<file path="src/rtl/vld_getbits_pkg.sv">
// vld_pkg: shared constants for the vld_getbits bit-extraction stage.
//   GB_WINDOW    bit window width (MSB-aligned)
//   GB_LOOKAHEAD width of the getbits lookahead / max advance per cycle
//   GB_WORD      fifo word width
//   GB_FILL_W    width of the fill counter (0..64)
package vld_pkg;
  localparam int GB_WINDOW    = 64;
  localparam int GB_LOOKAHEAD = 24;
  localparam int GB_WORD      = 32;
  localparam int GB_FILL_W    = 7;
  localparam int GB_ADV_W     = 5;
endpackage

</file>
<file path="src/rtl/vld_getbits_if.sv">
// vld_getbits_if: fifo-side and decoder-side signals of vld_getbits.
//   master: the getbits stage (drives fifo_rd_en, getbits, getbits_valid)
//   slave : the environment (fifo + variable-length decoder)
interface vld_getbits_if;
  logic [vld_pkg::GB_WORD-1:0]      fifo_dout;
  logic                             fifo_empty;
  logic                             fifo_valid;
  logic                             fifo_rd_en;
  logic                             flush;
  logic [vld_pkg::GB_ADV_W-1:0]     advance;
  logic                             align;
  logic [vld_pkg::GB_LOOKAHEAD-1:0] getbits;
  logic                             getbits_valid;

  modport master (
    input  fifo_dout, fifo_empty, fifo_valid, flush, advance, align,
    output fifo_rd_en, getbits, getbits_valid
  );

  modport slave (
    output fifo_dout, fifo_empty, fifo_valid, flush, advance, align,
    input  fifo_rd_en, getbits, getbits_valid
  );
endinterface

</file>
<file path="src/rtl/vld_getbits_shift.sv">
// vld_getbits_shift: combinational left barrel shift of the bit window by
// the consumed amount, merged with an optional new fifo word placed just
// below the remaining valid bits.
//   win      current window (MSB-aligned)
//   amt      bits consumed this cycle
//   ins_en   insert ins_word
//   ins_word fifo word to append
//   ins_ofs  fill after consumption; word lands at [63-ins_ofs -: 32]
//   win_nxt  resulting window
module vld_getbits_shift
  import vld_pkg::*;
(
  input  logic [GB_WINDOW-1:0] win,
  input  logic [GB_ADV_W-1:0]  amt,
  input  logic                 ins_en,
  input  logic [GB_WORD-1:0]   ins_word,
  input  logic [GB_FILL_W-1:0] ins_ofs,
  output logic [GB_WINDOW-1:0] win_nxt
);
  logic [GB_WINDOW-1:0] ins_vec;

  // Bits below fill are always zero, so the new word can simply be OR-ed in.
  assign ins_vec = ins_en ? ({ins_word, {(GB_WINDOW-GB_WORD){1'b0}}} >> ins_ofs)
                          : '0;
  assign win_nxt = (win << amt) | ins_vec;
endmodule

</file>
<file path="src/rtl/vld_getbits.sv">
// vld_getbits: bit-extraction stage between the video-buffer fifo
// (32-bit words, data one cycle after rd_en) and the VLD.  Holds a 64-bit
// MSB-aligned window and presents the next 24 unconsumed bits.
//   clk, rst       clock, synchronous active-low reset
//   bus.fifo_*     fifo read interface (rd_en out, dout/empty/valid in)
//   bus.flush      drop window contents and any in-flight word
//   bus.advance    bits to consume (0..24, larger values clamp to 24)
//   bus.align      consume to next byte boundary (overrides advance)
//   bus.getbits    next 24 bits, MSB oldest; bus.getbits_valid when fill>=24
// Optional macro VLD_GETBITS_ASSERT_EN enables simulation-only protocol
// checks that report misuse with $display.
module vld_getbits
  import vld_pkg::*;
#(
  parameter int FIFO_WIDTH = 32,
  parameter int LOOKAHEAD  = 24
) (
  input  logic          clk,
  input  logic          rst,
  vld_getbits_if.master bus
);
  generate
    if (FIFO_WIDTH != GB_WORD) begin : g_bad_width
      $error("vld_getbits: FIFO_WIDTH must be 32");
    end
    if (LOOKAHEAD != GB_LOOKAHEAD) begin : g_bad_look
      $error("vld_getbits: LOOKAHEAD must be 24");
    end
  endgenerate

  logic [GB_WINDOW-1:0] window, win_nxt;
  logic [GB_FILL_W-1:0] fill, fill_c, fill_nxt;
  logic                 pend;
  logic [2:0]           bofs;
  logic [GB_ADV_W-1:0]  amt;
  logic                 gb_valid;
  logic                 ins;
  logic                 rd_en;

  assign gb_valid = (fill >= GB_FILL_W'(GB_LOOKAHEAD));

  // Consume amount; nothing is consumed while the lookahead is not full.
  always_comb begin
    amt = '0;
    if (gb_valid) begin
      if (bus.align)
        amt = {2'b00, 3'd0 - bofs};
      else if (int'(bus.advance) > LOOKAHEAD)
        amt = GB_ADV_W'(LOOKAHEAD);
      else
        amt = bus.advance;
    end
  end

  assign fill_c   = fill - {2'b00, amt};
  // A valid without an outstanding read (e.g. after reset/flush) is dropped.
  assign ins      = bus.fifo_valid && pend;
  assign fill_nxt = ins ? fill_c + GB_FILL_W'(GB_WORD) : fill_c;

  // Only read when the word is guaranteed to fit once it lands, counting a
  // read already in flight.
  assign rd_en = !bus.fifo_empty && rst && !bus.flush &&
                 (({1'b0, fill} + (pend ? 8'd32 : 8'd0)) <= 8'd32);

  vld_getbits_shift u_shift (
    .win      (window),
    .amt      (amt),
    .ins_en   (ins),
    .ins_word (bus.fifo_dout),
    .ins_ofs  (fill_c),
    .win_nxt  (win_nxt)
  );

  always_ff @(posedge clk) begin
    if (!rst || bus.flush) begin
      window <= '0;
      fill   <= '0;
      pend   <= 1'b0;
      bofs   <= '0;
    end else begin
      window <= win_nxt;
      fill   <= fill_nxt;
      pend   <= rd_en;
      bofs   <= bofs + amt[2:0];
    end
  end

  assign bus.fifo_rd_en    = rd_en;
  assign bus.getbits       = window[GB_WINDOW-1 -: GB_LOOKAHEAD];
  assign bus.getbits_valid = gb_valid;

`ifdef VLD_GETBITS_ASSERT_EN
  always_ff @(posedge clk) begin
    if (rst && !bus.flush) begin
      if (int'(bus.advance) > LOOKAHEAD)
        $display("ERROR %m @%0t: advance %0d > %0d", $time, bus.advance, LOOKAHEAD);
      if (!gb_valid && (bus.advance != '0 || bus.align))
        $display("ERROR %m @%0t: advance/align while getbits_valid=0", $time);
      if (bus.fifo_valid && !pend)
        $display("ERROR %m @%0t: fifo_valid without outstanding read", $time);
      if (ins && fill_c > GB_FILL_W'(GB_WORD))
        $display("ERROR %m @%0t: fill would exceed %0d", $time, GB_WINDOW);
    end
  end
`endif
endmodule

</file>
<file path="src/flat_wrapper.sv">
// flat-port wrapper written by rule: the top's interface ports become plain ports
module vld_getbits_flat import vld_pkg::*;
#(
  parameter int FIFO_WIDTH = 32,
  parameter int LOOKAHEAD  = 24
)
  (clk, rst, bus_fifo_dout, bus_fifo_empty, bus_fifo_valid, bus_flush, bus_advance, bus_align, bus_fifo_rd_en, bus_getbits, bus_getbits_valid);
  vld_getbits_if bus_i ();
  input  logic clk;
  input  logic rst;
  input wire logic [$bits(bus_i.fifo_dout)-1:0] bus_fifo_dout;
  input wire logic [$bits(bus_i.fifo_empty)-1:0] bus_fifo_empty;
  input wire logic [$bits(bus_i.fifo_valid)-1:0] bus_fifo_valid;
  input wire logic [$bits(bus_i.flush)-1:0] bus_flush;
  input wire logic [$bits(bus_i.advance)-1:0] bus_advance;
  input wire logic [$bits(bus_i.align)-1:0] bus_align;
  output wire logic [$bits(bus_i.fifo_rd_en)-1:0] bus_fifo_rd_en;
  output wire logic [$bits(bus_i.getbits)-1:0] bus_getbits;
  output wire logic [$bits(bus_i.getbits_valid)-1:0] bus_getbits_valid;
  assign bus_i.fifo_dout = bus_fifo_dout;
  assign bus_i.fifo_empty = bus_fifo_empty;
  assign bus_i.fifo_valid = bus_fifo_valid;
  assign bus_i.flush = bus_flush;
  assign bus_i.advance = bus_advance;
  assign bus_i.align = bus_align;
  assign bus_fifo_rd_en = bus_i.fifo_rd_en;
  assign bus_getbits = bus_i.getbits;
  assign bus_getbits_valid = bus_i.getbits_valid;
  vld_getbits #(.FIFO_WIDTH(FIFO_WIDTH), .LOOKAHEAD(LOOKAHEAD)) u_core (.clk(clk), .rst(rst), .bus(bus_i));
endmodule
</file>
<file path="config.mk">
export PLATFORM = sky130hd
export DESIGN_NAME = vld_getbits_flat
export DESIGN_NICKNAME = d
export VERILOG_FILES = /design/src/rtl/vld_getbits_pkg.sv /design/src/rtl/vld_getbits_if.sv /design/src/rtl/vld_getbits_shift.sv /design/src/rtl/vld_getbits.sv /design/src/flat_wrapper.sv
export SDC_FILE = /design/constraint.sdc
export NUM_CORES = 1
export LEC_CHECK = 0
export BUFFER_PORTS_ARGS = -buffer_cell sky130_fd_sc_hd__buf_2
export CORE_UTILIZATION = 40
export DETAILED_ROUTE_END_ITERATION = 8
export PLACE_DENSITY = 0.64
export REMOVE_ABC_BUFFERS = 1
export SYNTH_ARGS = -nofsm -noshare
export SYNTH_HDL_FRONTEND = slang
export SYNTH_HIERARCHICAL = 1
export SYNTH_SLANG_ARGS = --single-unit
</file>
<file path="constraint.sdc">
create_clock -name clk -period 4.7 [get_ports clk]
set_clock_uncertainty 0.05 [all_clocks]
set_input_delay 1.41 -clock clk [delete_from_list [all_inputs] [get_ports clk]]
set_output_delay 1.41 -clock clk [all_outputs]
set_load 0.02 [all_outputs]
</file>
# After elaboration in Yosys (flattened, before gate mapping)
# Cells that the tools add are included.
# Widths: inputs -> output; s select.
# word_totals
mem_bits_rw	0
mem_bits_ro	0
mem_count	0
in_bits	43
latch_bits	0
ff_bits	75
word_cells	29
# op_classes
n_lt_le_gt_ge	3
n_eq_ne	0
div_mod_pow	0
multipliers	0
n_reduce_logical	8
n_addsub	5
n_bitwise	1
shifts	2
muxes	6
# op_table
cell	count
$mux 64	1
$or 64x64->64	1
$shl 64x5->64	1
$shr 64x7->64	1
$mux 5	3
$add 7x8->8	1
$le 8x6->1 const B	1
$add 7x6->7 const B	1
$ge 7x5->1 const B	1
$mux 7	1
$sub 7x5->7	1
$mux 6	1
$gt 5x5->1 const B	1
$logic_and 1x1->1	4
$add 3x3->3	1
$logic_not 1->1	3
$sub 1x3->3 const A	1
$logic_or 1x1->1	1

# Longest topological paths before layout
# logic_depth
ltp_word	8
depth_mapped	19
mapped_depth_nobuf	17

# Modules after synthesis
# Netlist, hierarchy kept.
# modules_own_cells
module	area_per_inst_um2	instances	cells_per_inst
vld_getbits_shift	6636.4	1	754
vld_getbits	2733.9	1	260

# Worst setup path before layout
# No wires, ideal clock.
# synth_timing
kind	in2reg
start	input bus_advance[3]
end	register u_core.window[43]
t_arrival_ns	4.715
path_stages	16
t_required_ns	4.535
path_slack_ns	-0.180
path_cell_list	nand2_1 nand2_1 nor2_1 a21oi_1 nor2_1 ha_1 inv_1 fa_1 xor2_1 buf_2 clkbuf_1 mux4_2 mux4_2 a32o_1 a211o_1 and2_1
# synth_via
elab_chain_cells	8
word_cells_on_any_way	9
classes_between	1 x add/sub; 1 x order compare; 2 x shift; 4 x mux; 1 x bitwise
# synth_rtl
element	line	source
from (decl)	flat_wrapper.sv:15	input wire logic [$bits(bus_i.advance)-1:0] bus_advance;
$gt 5x5->1	vld_getbits.sv:48	else if (int'(bus.advance) > LOOKAHEAD)
$mux 5	vld_getbits.sv:48	
$mux 5	vld_getbits.sv:46	if (bus.align)
$mux 5	vld_getbits.sv:45	if (gb_valid) begin
via u_core.amt[0]	vld_getbits.sv:35	logic [GB_ADV_W-1:0] amt;
$sub 7x5->7	vld_getbits.sv:55	assign fill_c = fill - {2'b00, amt};
via u_core.fill_c[2]	vld_getbits.sv:32	logic [GB_FILL_W-1:0] fill, fill_c, fill_nxt;
$shr 64x7->64	vld_getbits_shift.sv:23	assign ins_vec = ins_en ? ({ins_word, {(GB_WINDOW-GB_WORD){1'b0}}} >> ins_ofs)
$mux 64	vld_getbits_shift.sv:23	
$or 64x64->64	vld_getbits_shift.sv:25	assign win_nxt = (win << amt) | ins_vec;
via u_core.win_nxt[43]	vld_getbits.sv:31	logic [GB_WINDOW-1:0] window, win_nxt;
to (signal assigned)	vld_getbits.sv:81	window <= win_nxt;
to (decl)	vld_getbits.sv:31	
# The timed path passes the listed nets, and every way through them passes these cells.
# A chain may end at the register's enable or synchronous reset.

# Worst setup path after layout
# layout_timing
start	input bus_advance[3]
end	register u_core.window[22]
# The elaborated chain is that of the path after synthesis.

==> out/summary.txt <==
Mean Syn Cell Area -> 9.24 µm²
Vias -> 9,590
sequential standard cell area -> 0.00150 mm²
Final period util -> 98.8%
FP Rows -> 55
Antenna Nets Post-Route -> 0
Initial Util -> 41.1%
CP dominant cell by count -> buf_4
initial antenna violation count -> 0
CP endpoint kind -> flop
Hold Buf Count CTS -> 0
Seq/Total Area, Yosys -> 16.0%
Post-synth ARST share -> 0%
Hold Fails Final Rpt -> 0
CP max-delay cell -> fa_2
CP startpoint kind -> input pin
CP bufs+invs -> 5
fill count -> 2,108
Nets -> 1,248
Cells after Synth -> 1,014
GP Congestion -> 1.02
die width -> 155 µm
total global routing overflow -> 0
area occupied by multi-input gates -> 0.00733 mm²
Setup-failing EPs final -> 0
CTS H-tree depth -> 3
core footprint -> 0.0228 mm²
CP Max Fanout -> 6
total power per unit cell area -> 780 mW/mm²
Initial DRC Count -> 1,302
status -> complete, no violations
# diodes -> 0
Area growth syn-to-layout -> 25.1%
Slew headroom -> 38.5%
CP required -> 4.89 ns
pin count of the biggest net entering global routing -> 62
max-cap violation count -> 0
Total Power -> 9.15 mW
Residual DRC -> 0
Root Buffer -> clkbuf_16
die height -> 155 µm
top_reg_cell synth -> dfxtp_1
first-pass GRT wire length -> 54,700 µm
Netlist Area Pre-Place -> 0.00937 mm²
Lkg Pwr -> 4.73 nW
vias in the first global route -> 9,217
Total Routing Usage GR -> 30.0%
DRT Pass-1 Iters -> 6
worst path arrival time -> 4.84 ns
Hold WC Path Type -> flop to flop
TritonCTS Buffers -> 9
Worst-path clk slew -> 0.07 ns
most frequent cells in the layout -> buf_4 (199), mux4_2 (93), nand2_1 (82)
Post-synth EDFFs -> 0
Synth cell types -> 77
clk_lat worst skew -> 0.36 ns
delay-heaviest family, CP -> compound AO/OA/AOI/OAI gates
hpwl dp -> 28,200 µm
port buffer count -> 68
WS Path Type -> input pin to flop
Worst Tran Pin Value -> 0.922 ns
Max clock buf depth -> 2
final setup TNS -> 0 ns
commonest non-fill, non-tap cell in the layout -> buf_4
Peak Freq -> 0.215 GHz
Critical Path Max Stage Delay -> 0.41 ns
Post-Route WL -> 35,900 µm
yosys warns -> 6
Boundary Pins -> 69
layout cell share with drive strength beyond 1 -> 39.9%
worst-path cell chain -> buf_2, nand2_2, nand2_1, nor2_2, a21oi_2, nor2_4, ha_4, inv_1, fa_2, xor2_4, buf_6, buf_4, mux4_2, mux2i_1, buf_4, o22ai_1, o21ai_0, o2111ai_1, and2_1
WL per Instance -> 23.8 µm
Final Max Slew Viols -> 0
flop2flop setup slack -> 0.72 ns
Hold WS -> 0.576 ns
#FFs+latches synth -> 75
TritonCTS clock tree -> yes
Final min period -> 4.64 ns
Peak VDD IR -> 0.000453 V
die area -> 0.0240 mm²
Via density -> 6.35
clock sinks -> 75
-- where the power goes --
part	switching, mW	internal [mW]	leakage (nW)	total (mW)
clock	0.316	0.469	0.160	0.785
sequential	0.0760	0.698	0.605	0.774
combinational	4.10	3.48	3.96	7.59
total	4.50	4.65	4.73	9.15
-- flip-flops by register name, indices dropped and copies added (netlist names) --
name	flops
u_core/window	64
u_core/pend	1
u_core/bofs	3
u_core/fill	7
-- cell families (layout without fill, tap and decap cells) --
family	count (synthesis)	in the layout	synth area share (%)
buffers and inverters	137	320	7.32
AO/OA/AOI/OAI	231	231	17.8
flip-flops	75	75	16.0
XOR/XNOR	9	9	0.841
adder cells (fa/ha/maj)	13	13	1.90
multiplexers	228	228	38.7
AND/OR/NAND/NOR	321	321	17.5
-- worst reg2reg max path, cell delays in order, from the launching register on --
cell and delay, ns:
dfxtp_1 0.44, inv_1 0.13, and3_1 0.24, nor2_4 0.16, ha_4 0.14, inv_1 0.05
fa_2 0.41, xor2_4 0.31, buf_6 0.16, buf_4 0.13, mux4_2 0.33, mux2i_1 0.22
buf_4 0.16, o22ai_1 0.07, o21ai_0 0.38, o2111ai_1 0.26, and2_1 0.23
-- final timing paths --
| kind | depth (start not counted) | startpoint | end |
|---|---|---|---|
| max reg2reg | 16 | u_core/fill[5]$_SDFF_PP0_ | u_core/window[22]$_SDFF_PP0_ |
| max | 19 | bus_advance[3] | u_core/window[22]$_SDFF_PP0_ |
| min reg2reg | 3 | u_core/fill[0]$_SDFF_PP0_ | u_core/fill[0]$_SDFF_PP0_ |
| min | 3 | u_core/fill[0]$_SDFF_PP0_ | u_core/fill[0]$_SDFF_PP0_ |
-- area by class of cell --
class / instances / area share (%)
clock buffer: 9 / 1.92
clock inverter: 7 / 0.854
inverter: 23 / 0.747
multi-input combinational: 802 / 62.5
sequential: 75 / 12.8
tap: 313 / 3.34
timing repair buffer: 281 / 17.8
-- Yosys cell counts, types with 6 or more instances --
cell type / number / area (µm²)
mux2_2: 54 / 608
o22ai_1: 18 / 113
or3_1: 6 / 37.5
xnor2_1: 6 / 52.6
nor3_1: 11 / 55.1
o211ai_1: 18 / 135
o221ai_1: 21 / 184
nand2b_1: 12 / 75.1
clkbuf_1: 53 / 199
nand2_1: 84 / 315
a221o_1: 8 / 80.1
and3_1: 9 / 56.3
nand3_1: 17 / 85.1
a22oi_1: 11 / 82.6
buf_4: 27 / 203
mux4_1: 6 / 158
mux4_2: 93 / 2090
dfxtp_1: 75 / 1500
nor2b_1: 13 / 81.3
a211o_1: 7 / 61.3
a21oi_1: 21 / 105
o21ai_1: 7 / 35.0
inv_1: 22 / 82.6
ha_1: 11 / 138
buf_2: 25 / 125
nor2_1: 64 / 240
a31oi_1: 7 / 43.8
mux2i_1: 71 / 711
a211oi_1: 10 / 75.1
and2_1: 78 / 488
o21ai_0: 41 / 205
-- timing repair --
item / 4_1_cts / 5_1_grt
endpoints found under the hold margin: 0 / 0
pin swaps: 1 / 5
setup buffers: 3 / 6
gates resized for setup: 0 / 23
cloned: 0 / 0
endpoints found under the setup margin: 9 / 29
-- metrics by stage --
step	setup slack, ns	instances	util [%]	area [µm²]
floorplan	-6.46	900	-	8770
global placement	-0.479	1485	49.3	11200
detailed placement	-0.492	1485	49.3	11200
CTS	0.0374	1504	50.8	11600
global route	-0.0813	1510	51.5	11700
finish	0.0558	1510	51.5	11700
-- per-layer routing --
metal  GRT usage (%)  up-vias  wire, µm
li1                -     4252         -
met1            39.7     4632     14600
met2            47.6      602     16200
met3            4.82      104      3260
met4            14.9        0      1790
met5               0        -         0
No activity file was read; power rests on OpenSTA's default activity.
